[src/rtl/uart_pkg.sv]
// Shared types and constants for the UART receive path.
package uart_pkg;

    typedef enum logic [2:0] {
        IDLE,
        START,
        DATA,
        PARITY,
        STOP
    } uart_state_e;

    localparam int UART_DATA_BITS = 8;
`ifdef UART_RX_PARITY_EN
    localparam int UART_FRAME_BITS = 11;
`else
    localparam int UART_FRAME_BITS = 10;
`endif
    localparam logic UART_IDLE_LVL = 1'b1;

endpackage

[src/rtl/uart_rx_core_if.sv]
// Receiver-side signal bundle: serial line, baud-generator handshake and byte output.
// parity_err exists only when UART_RX_PARITY_EN is defined.
interface uart_rx_core_if #(
    parameter int DATA_BITS = uart_pkg::UART_DATA_BITS
);
    logic                 rs232_rx;
    logic                 clk_bps;
    logic                 bps_start;
    logic [DATA_BITS-1:0] rx_data;
    logic                 rx_int;
    logic                 rx_valid;
    logic                 frame_err;
`ifdef UART_RX_PARITY_EN
    logic                 parity_err;
`endif

    modport master (
        input  rs232_rx, clk_bps,
        output bps_start, rx_data, rx_int, rx_valid, frame_err
`ifdef UART_RX_PARITY_EN
        , output parity_err
`endif
    );

    modport slave (
        output rs232_rx, clk_bps,
        input  bps_start, rx_data, rx_int, rx_valid, frame_err
`ifdef UART_RX_PARITY_EN
        , input parity_err
`endif
    );
endinterface

[src/rtl/uart_rx_sync.sv]
// Multi-flop synchroniser for an asynchronous line with a registered falling-edge strobe.
module uart_rx_sync
    import uart_pkg::*;
#(
    parameter int SYNC_STAGES = 3
) (
    input  logic clk,
    input  logic rst,
    input  logic din,
    output logic dout,
    output logic neg_edge
);

    // sync_q[0] is the first stage, sync_q[SYNC_STAGES-1] the last
    logic [SYNC_STAGES-1:0] sync_q;
    logic                   neg_edge_q;

    always_ff @(posedge clk) begin
        if (rst) begin
            sync_q     <= {SYNC_STAGES{UART_IDLE_LVL}};
            neg_edge_q <= 1'b0;
        end else begin
            sync_q     <= {sync_q[SYNC_STAGES-2:0], din};
            neg_edge_q <= ~sync_q[SYNC_STAGES-2] & sync_q[SYNC_STAGES-1];
        end
    end

    assign dout     = sync_q[SYNC_STAGES-1];
    assign neg_edge = neg_edge_q;

endmodule

[src/rtl/uart_rx_core.sv]
// 8N1 UART receiver driven by an external mid-bit baud strobe (bps_start/clk_bps).
// Define UART_RX_PARITY_EN to add a parity bit between data and stop.
module uart_rx_core
    import uart_pkg::*;
#(
    parameter int DATA_BITS   = UART_DATA_BITS,
    parameter int SYNC_STAGES = 3,
    parameter bit PARITY_ODD  = 1'b0
) (
    input  logic            clk,
    input  logic            rst,
    uart_rx_core_if.master  bus
);

    localparam int CNT_W = $clog2(DATA_BITS + 1);
    localparam logic [CNT_W-1:0] CNT_LAST = CNT_W'(DATA_BITS - 1);

    logic line;
    logic neg_edge;

    uart_state_e state_q, state_d;
    logic                 busy_q;
    logic [DATA_BITS-1:0] shreg_q, shreg_d;
    logic [CNT_W-1:0]     cnt_q, cnt_d;
    logic [DATA_BITS-1:0] rx_data_q, rx_data_d;
    logic                 rx_valid_q, rx_valid_d;
    logic                 frame_err_q, frame_err_d;
`ifdef UART_RX_PARITY_EN
    logic                 par_bad_q, par_bad_d;
    logic                 parity_err_q, parity_err_d;
`else
    logic                 unused_parity_odd;
    assign unused_parity_odd = PARITY_ODD;
`endif

    uart_rx_sync #(.SYNC_STAGES(SYNC_STAGES)) u_sync (
        .clk      (clk),
        .rst      (rst),
        .din      (bus.rs232_rx),
        .dout     (line),
        .neg_edge (neg_edge)
    );

    always_ff @(posedge clk) begin
        if (rst) begin
            state_q      <= IDLE;
            busy_q       <= 1'b0;
            shreg_q      <= '0;
            cnt_q        <= '0;
            rx_data_q    <= '0;
            rx_valid_q   <= 1'b0;
            frame_err_q  <= 1'b0;
`ifdef UART_RX_PARITY_EN
            par_bad_q    <= 1'b0;
            parity_err_q <= 1'b0;
`endif
        end else begin
            state_q      <= state_d;
            busy_q       <= (state_d != IDLE);
            shreg_q      <= shreg_d;
            cnt_q        <= cnt_d;
            rx_data_q    <= rx_data_d;
            rx_valid_q   <= rx_valid_d;
            frame_err_q  <= frame_err_d;
`ifdef UART_RX_PARITY_EN
            par_bad_q    <= par_bad_d;
            parity_err_q <= parity_err_d;
`endif
        end
    end

    // IDLE only listens for a start edge; every other state advances on the baud strobe
    always_comb begin
        state_d = state_q;
        case (state_q)
            IDLE:   if (neg_edge) state_d = START;
            START:  if (bus.clk_bps) state_d = line ? IDLE : DATA;
            DATA: begin
                if (bus.clk_bps && (cnt_q == CNT_LAST)) begin
`ifdef UART_RX_PARITY_EN
                    state_d = PARITY;
`else
                    state_d = STOP;
`endif
                end
            end
            PARITY: if (bus.clk_bps) state_d = STOP;
            STOP:   if (bus.clk_bps) state_d = IDLE;
            default: state_d = IDLE;
        endcase
    end

    always_comb begin
        shreg_d      = shreg_q;
        cnt_d        = cnt_q;
        rx_data_d    = rx_data_q;
        rx_valid_d   = 1'b0;
        frame_err_d  = 1'b0;
`ifdef UART_RX_PARITY_EN
        par_bad_d    = par_bad_q;
        parity_err_d = 1'b0;
`endif
        case (state_q)
            IDLE: begin
                cnt_d = '0;
`ifdef UART_RX_PARITY_EN
                par_bad_d = 1'b0;
`endif
            end
            START: if (bus.clk_bps && !line) cnt_d = '0;
            DATA: begin
                if (bus.clk_bps) begin
                    shreg_d = {line, shreg_q[DATA_BITS-1:1]};
                    cnt_d   = cnt_q + CNT_W'(1);
                end
            end
`ifdef UART_RX_PARITY_EN
            PARITY: if (bus.clk_bps) par_bad_d = (line != ((^shreg_q) ^ PARITY_ODD));
`endif
            STOP: begin
                if (bus.clk_bps) begin
                    // a low stop bit masks any parity result
                    if (!line) begin
                        frame_err_d = 1'b1;
`ifdef UART_RX_PARITY_EN
                    end else if (par_bad_q) begin
                        parity_err_d = 1'b1;
`endif
                    end else begin
                        rx_valid_d = 1'b1;
                        rx_data_d  = shreg_q;
                    end
                end
            end
            default: ;
        endcase
    end

    assign bus.bps_start  = busy_q;
    assign bus.rx_int     = busy_q;
    assign bus.rx_data    = rx_data_q;
    assign bus.rx_valid   = rx_valid_q;
    assign bus.frame_err  = frame_err_q;
`ifdef UART_RX_PARITY_EN
    assign bus.parity_err = parity_err_q;
`endif

endmodule

[src/flat_wrapper.sv]
// flat-port wrapper written by rule: the top's interface ports become plain ports
module uart_rx_core_flat import uart_pkg::*;
#(
    parameter int DATA_BITS   = UART_DATA_BITS,
    parameter int SYNC_STAGES = 3,
    parameter bit PARITY_ODD  = 1'b0
)
  (clk, rst, bus_rs232_rx, bus_clk_bps, bus_bps_start, bus_rx_data, bus_rx_int, bus_rx_valid, bus_frame_err);
  uart_rx_core_if #(.DATA_BITS(DATA_BITS)) bus_i ();
  input  logic clk;
  input  logic rst;
  input wire logic [$bits(bus_i.rs232_rx)-1:0] bus_rs232_rx;
  input wire logic [$bits(bus_i.clk_bps)-1:0] bus_clk_bps;
  output wire logic [$bits(bus_i.bps_start)-1:0] bus_bps_start;
  output wire logic [$bits(bus_i.rx_data)-1:0] bus_rx_data;
  output wire logic [$bits(bus_i.rx_int)-1:0] bus_rx_int;
  output wire logic [$bits(bus_i.rx_valid)-1:0] bus_rx_valid;
  output wire logic [$bits(bus_i.frame_err)-1:0] bus_frame_err;
  assign bus_i.rs232_rx = bus_rs232_rx;
  assign bus_i.clk_bps = bus_clk_bps;
  assign bus_bps_start = bus_i.bps_start;
  assign bus_rx_data = bus_i.rx_data;
  assign bus_rx_int = bus_i.rx_int;
  assign bus_rx_valid = bus_i.rx_valid;
  assign bus_frame_err = bus_i.frame_err;
  uart_rx_core #(.DATA_BITS(DATA_BITS), .SYNC_STAGES(SYNC_STAGES), .PARITY_ODD(PARITY_ODD)) u_core (.clk(clk), .rst(rst), .bus(bus_i));
endmodule
[config.mk]
export PLATFORM = sky130hd
export DESIGN_NAME = uart_rx_core_flat
export DESIGN_NICKNAME = d
export VERILOG_FILES = /design/src/rtl/uart_pkg.sv /design/src/rtl/uart_rx_core_if.sv /design/src/rtl/uart_rx_sync.sv /design/src/rtl/uart_rx_core.sv /design/src/flat_wrapper.sv
export SDC_FILE = /design/constraint.sdc
export NUM_CORES = 1
export LEC_CHECK = 0
export CORE_MARGIN = 3
export CORE_UTILIZATION = 55
export DETAILED_ROUTE_END_ITERATION = 7
export PLACE_DENSITY = 0.8
export SLEW_MARGIN = 10
export SYNTH_ARGS = -nofsm -noshare
export SYNTH_HDL_FRONTEND = slang
export SYNTH_SLANG_ARGS = --single-unit
export TNS_END_PERCENT = 100
[constraint.sdc]
create_clock -name clk -period 2.45 [get_ports clk]
set_clock_uncertainty 0.05 [all_clocks]
set_input_delay 0.49 -clock clk [delete_from_list [all_inputs] [get_ports clk]]
set_output_delay 0.49 -clock clk [all_outputs]
set_load 0.005 [all_outputs]
== Yosys cells after proc, flatten, opt, wreduce, memory -nomap -nowiden ==
Index checks and enable logic that the tools add are counted.

* Register bits after elaboration: 30
* Bits of input ports: 4
* Output and inout port bits: 12

* Add/sub/neg operators: 1
* Equal/unequal tests: 7
* Muxes and demuxes: 12
* Bitwise operators: 4
* Reduce and logical (&&, ||, !) cells: 10

{| class="wikitable"
|+ Operators by type and width
! cell !! count
|-
| two-way mux 3 bit || 5
|-
| one-hot mux 3 bit (5 select lines) || 1
|-
| one-hot mux 4 bit (3 select lines) || 1
|-
| two-way mux 4 bit || 2
|-
| == test 3 x 2 -> 1 bit, second input constant || 2
|-
| AND reduction 3 bit || 2
|-
| nonzero test 3 bit || 2
|-
| adder 4 x 1 -> 4 bit, second input constant || 1
|-
| == test 4 x 3 -> 1 bit, second input constant || 1
|-
| == test 3 x 1 -> 1 bit, second input constant || 1
|-
| == test 3 bit, second input constant || 1
|-
| logical NOT 3 bit || 1
|-
| NOT 1 bit || 3
|-
| OR reduction 3 bit || 1
|-
| logical AND 1 bit || 2
|-
| two-way mux 1 bit || 2
|-
| two-way mux 2 bit || 1
|-
| inequality test 2 x 1 -> 1 bit, second input constant || 1
|-
| inequality test 2 bit, second input constant || 1
|-
| AND reduction 2 bit || 1
|-
| AND 1 bit || 1
|-
| logical NOT 1 bit || 1
|}

== Logic depth before layout (Yosys ltp) ==
Gate-level depths: netlist of the first run.

* Word-level depth: 5
* Gate-level depth with buffers: 5
* Gate-level depth less buffers: 5

== Cells and area by module ==
Synthesis of the first run repeated with hierarchy kept, for this count alone.

* Cell total of the unflattened synthesis: 125
* Area, all modules: 1219.9 µm²

{| class="wikitable"
|+ By module, submodules not included
! module !! times used !! cells an instance !! area an instance (µm²)
|-
| uart_rx_core || 1 || 117 || 1113.6
|-
| uart_rx_sync || 1 || 8 || 106.4
|}

== Worst setup path before layout of the first run ==
Ideal clock, no wire load.

* Kind: input-to-reg
* From: input bus_clk_bps
* To: register u_core.cnt_q[3]
* Setup time: 0.119 ns
* Arrival: 1.443 ns
* Data required time: 2.281 ns
* Path slack: 0.838 ns
* Stages: 5
* Path buffers: 1
* Path through: buf_4 -> or3b_4 -> a31oi_4 -> nand4_1 -> mux2i_1

* Longest elaborated chain between the ends: 3

{| class="wikitable"
|+ RTL lines
! item !! line !! RTL
|-
| from (decl) || flat_wrapper.sv:13 || <nowiki>input wire logic [$bits(bus_i.clk_bps)-1:0] bus_clk_bps;</nowiki>
|-
| logical AND 1 bit || uart_rx_core.sv:110 || <nowiki>START: if (bus.clk_bps && !line) cnt_d = '0;</nowiki>
|-
| inequality test 2 x 1 -> 1 bit (no source line) || n/a ||
|-
| AND reduction 3 bit (no source line) (*) || n/a ||
|-
| to (signal assigned) || uart_rx_core.sv:61 || <nowiki>cnt_q <= cnt_d;</nowiki>
|-
| to (decl) || uart_rx_core.sv:24 || <nowiki>logic [CNT_W-1:0] cnt_q, cnt_d;</nowiki>
|}

Mark *: on every way between the ends. The rest lies on a longest branch, timed or not.
A chain may end at the register's enable or synchronous reset.

== Worst setup path after layout of the first run ==
Ends and elaborated chain as after synthesis.

==> results.toml, run 1 <==
[run_status]
outcome = "finished, final reports clean"

[placed_design]
io_buffer_count = 15
gp_congestion = 0.747
post-place-ws_ns = 0.202
post-dp-hpwl_um = 1400
dp.cells = 153
placed_area_um2 = 1340

[hold_path]
holdPathStages = 1
hp-class = "reg -> reg"
min_to = "u_core.u_sync.sync_q[1]"
hp-start = "u_core.u_sync.sync_q[0]"

[yosys]
synth_area_um2 = 1180
synth.distinct_cells = 28
synth_seq_cells = 30
synth_top_area_share_pct = 51.0
syn_nets = 121
syn_inst = 116
yosysTopAreaCell = "dfxtp_1"
synth_area_per_cell_um2 = 10.1
ys_warn_count = 0
seq_area_frac_synth_pct = 51.0
yosys-top-cells-area = "dfxtp_1, mux2i_1, nor2_1, nand2_1, a31oi_4"

[global_routing]
use_met2_pct = 31.4
grt.overflow.total = 0
grt_pass1_vias = 862
top_usage_layer = "met2"
antenna_found_initial = 0
gr-usage-met3_pct = 8.26
grt_pass1_wl_um = 3640
grt_max_degree = 22
gr-usage-met1_pct = 19.3
grtUsageTotal_pct = 18.8

[setup_path]
worstPathArrival_ns = 2.09
rr_worst_depth = 4
cp_max_fo = 9
crit-reg2reg-capture = "u_core.cnt_q[1]"
worstSetupStartpointType = "input port"
r2r_slack_ns = 0.84
worstSetupPathType = "in -> reg"
cp-end-kind = "flip-flop"
crit-reg2reg-launch = "u_core.state_q[2]"
required_ns = 2.60

[sta]
setup_slack_ns = 0.509
drv_slew = 0
fin_tns_setup_ns = 0
clock.fmax_mhz = 515
period_share_pct = 79.2
hold_slack_ns = 0.361
tightest_slew_ns = 0.605
setup_violations = 0
relSlewSlack_pct = 59.4
grt_setup_unrepaired = "no"
period_needed_ns = 1.94
final_hold_viol_count = 0

[route]
drt_iter0_markers = 16
wl_per_cell_um = 12.4
vias = 841
drc = 0
wirelength_um = 1980
firstDrtPassIters = 4
drtAntennaViolNets = 0
viasPerCell = 5.26

[clocking]
cts_htree_levels = 2
cts_setup_buffers = 0
holdBufCountCts = 0
cts-resized-gates = 0
clock_path_buffers = 2
clock-root-buffer = "clkbuf_4"
clk_pin_slew_ns = 0.08
cts_tree = "done"
cts_buffers = 5
worstSkewPairLatency_ns = 0.31
cts_num_sinks = 30

[floorplanning]
fp-row-count = 16
start_util_pct = 58.8
coreArea_um2 = 2000
die_w_um = 52.3
ios = 16
dieArea_um2 = 2730
fp.dieH_um = 52.3

[finish]
syn_to_final_growth_pct = 17.6
layout.nets = 138
design_area_um2 = 1390
drive_gt1_share_pct = 11.3
layout.cells.non_filler = 160
antenna_cells = 0

[pwr]
ir_drop_mv = 0.553
p_leak_uw = 0.000553
power_density_nw_per_um2 = 557

[flow_run]
max-cap-violations = 0
worst max-delay path, cell delays in order:
cell and delay [ns]:
clkdlybuf4s50_1 0.64, or3b_4 0.43, a31oi_4 0.21, nand4_1 0.16, mux2i_1 0.15
report_power, final:
part | internal [uW] | leakage (uW) | switching (uW)
registers | 491 | 0.000242 | 2.31
logic | 12.2 | 0.000286 | 13.9
clock network | 108 | 0.0000254 | 145
registers in the layout, indices dropped and copies added, names as in the netlist:
name	flops
u_core.bus.rx_data	8
u_core.bus.frame_err	1
u_core.u_sync.sync_q	3
u_core.u_sync.neg_edge	1
u_core.bus.bps_start	1
u_core.shreg_q	8
u_core.bus.rx_valid	1
u_core.state_q	3
u_core.cnt_q	4
Yosys cell counts:
master and instances:
dfxtp_1 30, nor2_1 20, mux2i_1 18, nand2_1 6
nor3_1 4, clkbuf_1 3, nand2b_1 3, nand4_1 3
or2_2 3, or3_1 3, a21oi_1 2, buf_2 2
buf_4 2, inv_1 2, nand3_1 2, a221oi_2 1
a31oi_4 1, and2b_1 1, ha_1 1, nand4b_1 1
nor2_4 1, nor4b_2 1, o21ai_0 1, o32a_1 1
or2_1 1, or2b_1 1, or3b_4 1, xnor2_1 1
placed cells by master (no fill, tap or decap), drive strengths merged, types with 3 or more instances in the layout:
cell	synthesis	layout
nand2	6	6
nor2	21	21
nand2b	3	3
or2	4	4
nor3	4	4
nand4	3	3
or3	3	3
dfxtp	30	30
clkbuf	3	7
mux2i	18	18
clkdlybuf4s50	0	15
through the flow:
step	utilization (%)	total power, uW
2_1_floorplan	-	522
3_3_place_gp	66.9	530
3_5_place_dp	66.9	531
4_1_cts	69.2	783
5_1_grt	69.2	810
6_report	69.2	771
cell families after synthesis:
group | count (synthesis) | synth area share, %
AND/OR/NAND/NOR | 51 | 23.0
multiplexers | 18 | 15.3
AO/OA/AOI/OAI | 6 | 5.21
XOR/XNOR | 1 | 0.744
flip-flops | 30 | 51.0
buffers and inverters | 9 | 3.72
adder cells (fa/ha/maj) | 1 | 1.06
worst max-delay path by stage:
stage	start	to	slack (ns)	depth (start not counted)
after detailed placement	bus_clk_bps	u_core.cnt_q[3]	0.20	5
after floorplan	bus_clk_bps	u_core.cnt_q[3]	0.84	5
after CTS	bus_clk_bps	u_core.cnt_q[3]	0.55	5
final	bus_clk_bps	u_core.cnt_q[3]	0.51	5
after global routing	bus_clk_bps	u_core.cnt_q[1]	0.37	5
after global placement	bus_clk_bps	u_core.cnt_q[3]	0.30	5
cell type report:
class	count	area [um2]
Timing Repair Buffer	17	165
Fill cell	168	617
Tap cell	27	33.8
Sequential cell	30	601
Inverter	2	7.51
Multi-Input combinational cell	77	533
Clock buffer	7	45.0
per-layer routing:
layer	share of wire, %	wire (um)	up-vias
met4	2.4	48	0
met2	49	977	13
met3	4.3	85	4
li1	-	-	428
met1	44	872	396
met5	0	0	-
(Power assumes the default switching activity.)
==> run 2: changes to the inputs <==
--- a/config.mk
+++ b/config.mk
@@ -6,9 +6,9 @@
 export NUM_CORES = 1
 export LEC_CHECK = 0
 export CORE_MARGIN = 3
-export CORE_UTILIZATION = 55
+export CORE_UTILIZATION = 52
 export DETAILED_ROUTE_END_ITERATION = 7
-export PLACE_DENSITY = 0.8
+export PLACE_DENSITY = 0.76
 export SLEW_MARGIN = 10
 export SYNTH_ARGS = -nofsm -noshare
 export SYNTH_HDL_FRONTEND = slang
==> constraint.sdc (replaced) <==
create_clock -name clk -period 1.8 [get_ports clk]
set_clock_uncertainty 0.05 [all_clocks]
set_input_delay 0.36 -clock clk [delete_from_list [all_inputs] [get_ports clk]]
set_output_delay 0.36 -clock clk [all_outputs]
set_load 0.005 [all_outputs]
==> run 2 against run 1 <==
  * Global-route usage fell by 1.1 points
  * Register-to-register slack worse by 0.61 ns
  * Sequential cell count is the same
  * Clock power rose by 110%
  * Cell count grew 1.3%
  * Count of clock-buffer cells in the layout decreased by 1
  * Via count is 1.8% higher
  * Sequential power rose by 36%
  * Total power increased by 61%
  * Worst hold slack improved by 0.0085 ns
  * Non-clock buffer count is 2 higher
  * Largest power group unchanged
  * Highest routed layer unchanged
==> results.toml, run 2 (synthesis gave the netlist of run 1 again) <==
[global_routing]
grt.overflow.total = 0
grt_pass1_wl_um = 3510
grt_max_degree = 21
grtUsageTotal_pct = 17.8
grt_pass1_vias = 787
antenna_found_initial = 0

[route]
drtAntennaViolNets = 0
wirelength_um = 2060
wl_per_cell_um = 12.7
vias = 856
drc = 0
firstDrtPassIters = 4
viasPerCell = 5.28
drt_iter0_markers = 16

[finish]
design_area_um2 = 1460
nFillCells = 166
final_cell_mix = "dfxtp_1, nor2_1, mux2i_1, clkdlybuf4s50_1, nand2_1"
postLayoutCoreUtil_pct = 71.3
antenna_cells = 0
syn_to_final_growth_pct = 23.7
multi_input_area_um2 = 538
layout.nets = 140
regArea_um2 = 601
final_common_cell = "dfxtp_1"
drive_gt1_share_pct = 14.8

[sta]
setup_slack_ns = 0.210
period_share_pct = 88.4
final_hold_viol_count = 0
clock.fmax_mhz = 629
tightest_slew_ns = 0.417
grt_setup_unrepaired = "no"
period_needed_ns = 1.59
fin_tns_setup_ns = 0
drv_slew = 0
setup_violations = 0
relSlewSlack_pct = 72.2

[floorplanning]
fp.dieH_um = 53.6
dieArea_um2 = 2870
die_w_um = 53.6
start_util_pct = 57.7
coreArea_um2 = 2040
ios = 16
fp-row-count = 16

[clocking]
worstSkewPairLatency_ns = 0.32
clock_path_buffers = 2
cts_tree = "done"
cts_htree_levels = 2
clock-root-buffer = "clkbuf_4"
cts_setup_buffers = 0
clk_pin_slew_ns = 0.09
cts_num_sinks = 30
holdBufCountCts = 0
cts_buffers = 5

[setup_path]
cp_cell_sequence = "clkdlybuf4s50_1"
required_ns = 1.39
slowest_stage = "clkdlybuf4s50_1"
cp-end-kind = "primary output"
crit_buf_inv = 1
worst_path_largest_cell_delay_ns = 0.51
worstSetupStartpointType = "flip-flop"
worstSetupPathType = "reg -> out"
worstPathArrival_ns = 1.18
crit_family = "buffers and inverters"
cp_max_fo = 2

[run_status]
outcome = "finished, final reports clean"

[pwr]
ir_drop_mv = 0.653
p_leak_uw = 0.000596
power_density_nw_per_um2 = 855
finalPower_uw = 1250

[flow_run]
max-cap-violations = 0

[placed_design]
placed_area_um2 = 1370
gp_congestion = 0.765
post-dp-hpwl_um = 1370
post-place-ws_ns = -0.266
io_buffer_count = 15

[hold_path]
hp-class = "reg -> reg"
run 2: cell types whose count changed in the layout (fill, tap and decap cells not counted), sizes merged:
cell,change
clkdlybuf4s50,-1
buf,+2
bufinv,+1
clkbuf,-1
dlymetal6s2s,+1
run 2: layout make-up:
class / count / share of cell area [%]
Tap cell: 27 / 2.32
Clock inverter: 1 / 2.06
Sequential cell: 30 / 41.2
Inverter: 2 / 0.515
Timing Repair Buffer: 19 / 13.4
Multi-Input combinational cell: 77 / 36.9
Clock buffer: 6 / 3.52
run 2: worst paths after layout:
kind,start,to,slack (ns),cells after the start
worst max register to register,u_core.state_q[2],u_core.bus.bps_start,0.23,4
worst max-delay path,u_core.bus.rx_data[1],bus_rx_data[1],0.21,1
worst min register to register,u_core.u_sync.sync_q[0],u_core.u_sync.sync_q[1],0.37,1
worst min-delay path,u_core.u_sync.sync_q[0],u_core.u_sync.sync_q[1],0.37,1
run 2: power by group:
group | leakage, uW | total (uW) | switching, uW | internal (uW)
registers | 0.000242 | 671 | 3.26 | 668
logic | 0.000309 | 37.4 | 20.5 | 16.9
clock network | 0.0000443 | 537 | 214 | 323
run 2: routing by layer:
metal	track usage [%]	vias to the layer above	part of all wire (%)
met5	0	-	0
met4	11.5	0	2.3
met3	6.09	5	4.6
met2	24.7	18	44
met1	23.3	402	49
li1	-	431	-
run 2: what timing repair did:
| action | in CTS | in global routing |
|---|---|---|
| gates resized for setup | 1 | 1 |
| pin swaps | 0 | 0 |
| endpoints found under the setup margin | 1 | 2 |
run 2: stage by stage:
step,instances,hold WS [ns]
2_1_floorplan,116,0.339
3_3_place_gp,155,0.344
3_5_place_dp,155,0.350
4_1_cts,162,0.373
5_1_grt,162,0.380
6_report,162,0.370
